### src/rtl/game_counter_if.sv
// Stimulus/status bundle for game_counter: load/mode inputs and the scored outputs.
// Inputs are sampled on every rising edge; there is no valid/ready handshake.
interface game_counter_if #(
    parameter int WIDTH = 4
);
    logic             INIT;
    logic [WIDTH-1:0] initial_value;
    logic [1:0]       control;
    logic [WIDTH-1:0] counter;
    logic             WINNER;
    logic             LOSER;
    logic             GAMEOVER;
    logic [1:0]       WHO;

    modport master (
        output INIT, initial_value, control,
        input  counter, WINNER, LOSER, GAMEOVER, WHO
    );

    modport slave (
        input  INIT, initial_value, control,
        output counter, WINNER, LOSER, GAMEOVER, WHO
    );
endinterface

### src/rtl/game_counter.sv
// Multi-mode up/down counter with win/lose tallies and a one-cycle game-over pulse.
// Optional macro GAME_TALLY_OUT_EN exposes the internal tallies as outputs.
module game_counter #(
    parameter int WIDTH      = 4,
    parameter int GAME_LIMIT = 15
) (
    input  logic              clk,
    input  logic              reset,
`ifdef GAME_TALLY_OUT_EN
    output logic [3:0]        winner_tally,
    output logic [3:0]        loser_tally,
`endif
    game_counter_if.slave     bus
);
    localparam logic [3:0] LIMIT = 4'(GAME_LIMIT);

    logic [WIDTH-1:0] next_count;
    logic [3:0]       win_tally;
    logic [3:0]       lose_tally;
    logic             game_end;

    always_comb begin
        next_count = bus.counter;
        if (bus.INIT) begin
            next_count = bus.initial_value;
        end else begin
            case (bus.control)
                2'b00:   next_count = bus.counter + WIDTH'(1);
                2'b01:   next_count = bus.counter + WIDTH'(2);
                2'b10:   next_count = bus.counter - WIDTH'(1);
                default: next_count = bus.counter - WIDTH'(2);
            endcase
        end
    end

    assign game_end = (win_tally == LIMIT) || (lose_tally == LIMIT);

    always_ff @(posedge clk) begin
        if (reset) begin
            bus.counter  <= '0;
            bus.WINNER   <= 1'b0;
            bus.LOSER    <= 1'b0;
            bus.GAMEOVER <= 1'b0;
            bus.WHO      <= 2'b00;
            win_tally    <= '0;
            lose_tally   <= '0;
        end else begin
            bus.counter <= next_count;
            bus.WINNER  <= (next_count == {WIDTH{1'b1}});
            bus.LOSER   <= (next_count == '0);
            if (game_end) begin
                // Loser takes priority when both tallies hit the limit together.
                bus.GAMEOVER <= 1'b1;
                bus.WHO      <= (lose_tally == LIMIT) ? 2'b01 : 2'b10;
                win_tally    <= '0;
                lose_tally   <= '0;
            end else begin
                bus.GAMEOVER <= 1'b0;
                bus.WHO      <= 2'b00;
                if (bus.WINNER) win_tally  <= win_tally + 4'd1;
                if (bus.LOSER)  lose_tally <= lose_tally + 4'd1;
            end
        end
    end

`ifdef GAME_TALLY_OUT_EN
    assign winner_tally = win_tally;
    assign loser_tally  = lose_tally;
`endif
endmodule

### src/flat_wrapper.sv
// flat-port wrapper written by rule: the top's interface ports become plain ports
module game_counter_flat 
#(
    parameter int WIDTH      = 4,
    parameter int GAME_LIMIT = 15
)
  (clk, reset, bus_INIT, bus_initial_value, bus_control, bus_counter, bus_WINNER, bus_LOSER, bus_GAMEOVER, bus_WHO);
  game_counter_if #(.WIDTH(WIDTH)) bus_i ();
  input  logic clk;
  input  logic reset;
  input wire logic [$bits(bus_i.INIT)-1:0] bus_INIT;
  input wire logic [$bits(bus_i.initial_value)-1:0] bus_initial_value;
  input wire logic [$bits(bus_i.control)-1:0] bus_control;
  output wire logic [$bits(bus_i.counter)-1:0] bus_counter;
  output wire logic [$bits(bus_i.WINNER)-1:0] bus_WINNER;
  output wire logic [$bits(bus_i.LOSER)-1:0] bus_LOSER;
  output wire logic [$bits(bus_i.GAMEOVER)-1:0] bus_GAMEOVER;
  output wire logic [$bits(bus_i.WHO)-1:0] bus_WHO;
  assign bus_i.INIT = bus_INIT;
  assign bus_i.initial_value = bus_initial_value;
  assign bus_i.control = bus_control;
  assign bus_counter = bus_i.counter;
  assign bus_WINNER = bus_i.WINNER;
  assign bus_LOSER = bus_i.LOSER;
  assign bus_GAMEOVER = bus_i.GAMEOVER;
  assign bus_WHO = bus_i.WHO;
  game_counter #(.WIDTH(WIDTH), .GAME_LIMIT(GAME_LIMIT)) u_core (.clk(clk), .reset(reset), .bus(bus_i));
endmodule
### config.mk
export PLATFORM = sky130hd
export DESIGN_NAME = game_counter_flat
export DESIGN_NICKNAME = d
export VERILOG_FILES = /design/src/rtl/game_counter_if.sv /design/src/rtl/game_counter.sv /design/src/flat_wrapper.sv
export SDC_FILE = /design/constraint.sdc
export NUM_CORES = 1
export LEC_CHECK = 0
export ABC_AREA = 1
export BUFFER_PORTS_ARGS = -buffer_cell sky130_fd_sc_hd__clkbuf_2
export CAP_MARGIN = 20
export CORE_UTILIZATION = 25
export DETAILED_ROUTE_END_ITERATION = 8
export PLACE_DENSITY = 0.42
export SLEW_MARGIN = 20
export SYNTH_ARGS = -nofsm -noshare
export SYNTH_HDL_FRONTEND = slang
export SYNTH_SLANG_ARGS = --single-unit
### constraint.sdc
create_clock -name clk -period 2.2 [get_ports clk]
set_clock_uncertainty 0.2 [all_clocks]
set_input_delay 0.55 -clock clk [delete_from_list [all_inputs] [get_ports clk]]
set_output_delay 0.55 -clock clk [all_outputs]
set_load 0.01 [all_outputs]
After elaboration in Yosys (flattened, before gate mapping)
Index checks and enable logic that the tools add are counted.
{"block": "word_totals", "regBits": 17, "latchBits": 0, "ramBits": 0, "romBits": 0, "in_bits": 9, "out_inout_bits": 9, "wordCells": 28, "mem_count": 0}
{"block": "op_classes", "n_addsub": 6, "multipliers": 0, "div_mod_pow": 0, "n_lt_le_gt_ge": 0, "eq_ne": 5, "shift": 0, "n_mux": 4, "n_bitwise": 1, "reduce_logical": 5}
{"operator": "$add 4x1->4 const B", "count": 3}
{"operator": "$eq 4x4->1 const B", "count": 3}
{"operator": "$pmux 4 s3", "count": 1}
{"operator": "$add 4x2->4 const B", "count": 1}
{"operator": "$logic_not 4->1", "count": 1}
{"operator": "$mux 4", "count": 1}
{"operator": "$reduce_or 2->1", "count": 2}
{"operator": "$sub 4x1->4 const B", "count": 1}
{"operator": "$sub 4x2->4 const B", "count": 1}
{"operator": "$eq 2x1->1 const B", "count": 1}
{"operator": "$eq 2x2->1 const B", "count": 1}
{"operator": "$logic_not 2->1", "count": 1}
{"operator": "$mux 2", "count": 1}
{"operator": "$logic_or 1x1->1", "count": 1}
{"operator": "$mux 1", "count": 1}
{"operator": "$not 1->1", "count": 1}

Depth between registers and ports, before layout
{"block": "depth", "word_depth": 4, "ltp_mapped": 14, "mapped_depth_nobuf": 14}

Worst setup path after synthesis
No wires, ideal clock.
{"block": "synth_timing", "path_kind": "input to register", "start": "in bus_control[0]", "end": "reg u_core.bus.LOSER", "setup_time_ps": 70, "t_arrival_ps": 1673, "t_required_ps": 1930, "path_slack_ps": 258, "cell_stages": 10, "n_path_buf": 0, "path_cell_list": "inv_2 -> nand3_2 -> nand2_1 -> inv_1 -> ha_1 -> o211ai_1 -> o21ai_0 -> nor2_1 -> nand3_1 -> a21oi_1"}
{"block": "synth_via", "elab_chain_cells": 4, "word_cells_on_any_way": 6, "classes_between": "2 x eq/ne; 2 x mux; 2 x reduce/logical"}
{"item": "start: declaration", "line_no": "flat_wrapper.sv:13", "source": "input wire logic [$bits(bus_i.control)-1:0] bus_control;"}
{"item": "$eq 2x2->1, or another cell as far along", "line_no": "game_counter.sv:27", "source": "case (bus.control)"}
{"item": "$pmux 4 s3 (*)", "line_no": "game_counter.sv:27"}
{"item": "$mux 4 (*)", "line_no": "game_counter.sv:24", "source": "if (bus.INIT) begin"}
{"item": "$logic_not 4->1 (*)", "line_no": "game_counter.sv:50", "source": "bus.LOSER <= (next_count == '0);"}
{"item": "end signal: assignment", "line_no": "game_counter.sv:50"}
{"item": "end: declaration", "line_no": "game_counter_if.sv:22", "source": "output counter, WINNER, LOSER, GAMEOVER, WHO"}
Every way passes the cells marked *; elsewhere a longest branch is shown, timed or not.
A chain may end at the register's enable or synchronous reset.

Worst setup path in the final report
{"block": "layout_timing", "start": "in bus_control[1]", "end": "reg u_core.bus.LOSER"}
Same word-level chain as after synthesis.

==> run summary <==
Clock transition at path regs - 0.10 ns
Hold Path Class - reg2reg
sw power - 0.170 mW
Mapped Cells - 121
MaxCap Viol Count - 0
DRC viols - 0
H-tree Lvls - 1
CP peak stage delay - 0.27 ns
RSZ-0062 raised after global routing - no
slew margin rel. - 77.3%
crit path cell chain - clkbuf_2 > nand2_4 > nand2_1 > nand2_1 > inv_1 > ha_1 > o211ai_1 > o21ai_0 > nor2_1 > nand3_1 > a21oi_1
grt ovf - 0
Die W - 61.3 µm
critical path class - in2reg
CP most frequent cell - nand2_1
clk buf depth - 2
Worst Path Buf+Inv - 2
crit end category - flop
clock root buffer - clkbuf_4
Design Power - 0.604 mW
# nets final - 160
overall global routing resource usage - 11.2%
worst vdd ir - 0.332 mV
synth warn - 0
vias in the first global route - 724
sw frac - 28.1%
first drt pass iteration count - 3
die height - 61.3 µm
initial core utilization - 26.2%
GP Congestion - 0.785
first-pass GRT wire length - 3080 µm
First DRT Iteration DRCs - 22
n_diodes - 0
Synth top area share - 38.7%
Via density - 4.09
post-synthesis sequential area ratio - 38.7%
CTS tree - yes
share of layout cells above drive strength 1 - 23.3%
top cells by area, synth - dfxtp_1, nand2_1, nor2_1
Syn Area/Cell - 7.27 µm²
commonest non-fill, non-tap cell in the layout - nand2_1
largest net degree at the start of global routing - 10
critical path launch point type - input pin
Worst-Margin Slew - 0.337 ns
die area - 3760 µm²
PortBufs - 17
PD cells - 560 nW/µm²
Clk pwr share - 26.9%
Fin. Hold Viols - 0
Critical Path RT - 2.21 ns
cell family with the largest share of critical-path delay - simple AND/OR/NAND/NOR gates
most frequent cells in the layout - nand2_1, nor2_1, inv_1, clkbuf_2, dfxtp_1
area grow syn2layout - 22.8%
Reg power frac - 54.3%
DR WL/cell - 9.23 µm
detailed-placement wirelength estimate - 1480 µm
site row count - 21
clock tree sinks - 17
Mapped Nets - 134
Arr. time, crit path - 1.96 ns
register bit total from synthesis - 17
Final Slew Violations - 0
initial antenna violation count - 0
combinational fraction of design power - 18.7%
Worst Path Max Fanout - 6
Final setup viols - 0
cell-internal power - 0.435 mW
core area - 3360 µm²
Max Fclk - 513 MHz
Yosys top cell by area - dfxtp_1
Clock Latency Late Sink - 0.28 ns
Routed WL - 1770 µm
antenna viol nets, final - 0
postcts setup bufs - 0
smallest hold slack - 0.309 ns
highest-delay cell along the critical path - ha_1
number of placed I/O pins - 18
fin crit period - 1.95 ns
total CTS buffers - 3
LEAKAGE - 0.521 nW
routed vias - 786
fin crit share - 88.6%
Netlist cell types - 23
Synth Cell Area - 880 µm²
status - finished clean
[power by group through the flow]
stage | Sequential (mW) | Combinational [mW] | Clock [mW]
finish | 0.328 | 0.113 | 0.163
global route | 0.330 | 0.134 | 0.185
CTS | 0.328 | 0.115 | 0.175
detailed placement | 0.335 | 0.114 | 0
global placement | 0.335 | 0.114 | 0
floorplan | 0.336 | 0.0719 | 0
[cells in the mapped netlist]
cell and n:
a21oi_1 5, dfxtp_1 17, fa_1 1, ha_1 3, inv_1 17, inv_2 2, mux2i_1 1, nand2_1 24
nand2_2 3, nand2_4 1, nand3_1 10, nand3_2 1, nand4_1 2, nor2_1 19, nor3_1 1, nor3b_1 1
o211ai_1 1, o21ai_0 4, o21ai_1 1, or2_2 1, xnor2_1 3, xor2_1 2, xor2_2 1
[per-layer routing]
metal,share of wire [%],routed length (µm),vias to the layer above,track usage [%]
met5,0,0,-,0
met2,48,844,8,18.9
li1,-,-,430,-
met1,49,870,346,14.0
met4,0.34,6,0,1.95
met3,2.8,50,2,3.78
[cells by family after synthesis]
kind of cell / count (synthesis) / share of synthesized area [%]
buffers and inverters: 19 / 8.11
AO/OA/AOI/OAI: 11 / 6.54
XOR/XNOR: 6 / 6.83
AND/OR/NAND/NOR: 63 / 32.1
adder cells (fa/ha/maj): 4 / 6.54
flip-flops: 17 / 38.7
multiplexers: 1 / 1.14
[area by class of cell]
type	instances	area [µm²]
multi-input cells	85	468
flip-flops and latches	17	342
repair buffers	21	115
clock buffers	4	26.3
fillers	407	2280
well taps	46	57.6
inverters	19	71.3
[stage by stage]
step	cells	utilization (%)	area, µm²	TNS [ns]	setup WS (ns)
floorplan	121	-	880	0	0.258
global placement	188	31.3	1050	-0.0466	-0.0466
detailed placement	188	31.3	1050	-0.0488	-0.0488
CTS	192	32.1	1080	0	0.202
global route	192	32.1	1080	0	0.0696
finish	192	32.1	1080	0	0.252
[path summary, 6_finish.rpt]
| check | end | depth (start not counted) | startpoint | slack, ns |
|---|---|---|---|---|
| worst max-delay path | u_core.bus.LOSER$_SDFF_PP0_ | 11 | bus_control[1] | 0.25 |
| worst min-delay path | u_core.lose_tally[0]$_SDFFE_PP0P_ | 2 | u_core.lose_tally[0]$_SDFFE_PP0P_ | 0.31 |
| worst max register to register | u_core.bus.LOSER$_SDFF_PP0_ | 10 | u_core.bus.counter[1]$_SDFF_PP0_ | 0.28 |
| worst min register to register | u_core.lose_tally[0]$_SDFFE_PP0P_ | 2 | u_core.lose_tally[0]$_SDFFE_PP0P_ | 0.31 |
[state kept, by name (all words and copies together) (netlist names)]
register             count
u_core.bus.WHO           2
u_core.bus.LOSER         1
u_core.win_tally         4
u_core.lose_tally        4
u_core.bus.counter       4
u_core.bus.WINNER        1
u_core.bus.GAMEOVER      1
[worst min-delay path, stage by stage (launching register included)]
cell and delay (ns):
dfxtp_1 0.33, nor2_1 0.09, nor3b_1 0.05
[repair_timing]
action | in CTS | in global routing
hold endpoints to repair | 0 | 0
hold buffers | 0 | 0
resized for setup | 0 | 1
endpoints found under the setup margin | 0 | 1
No activity file was read; power rests on OpenSTA's default activity.
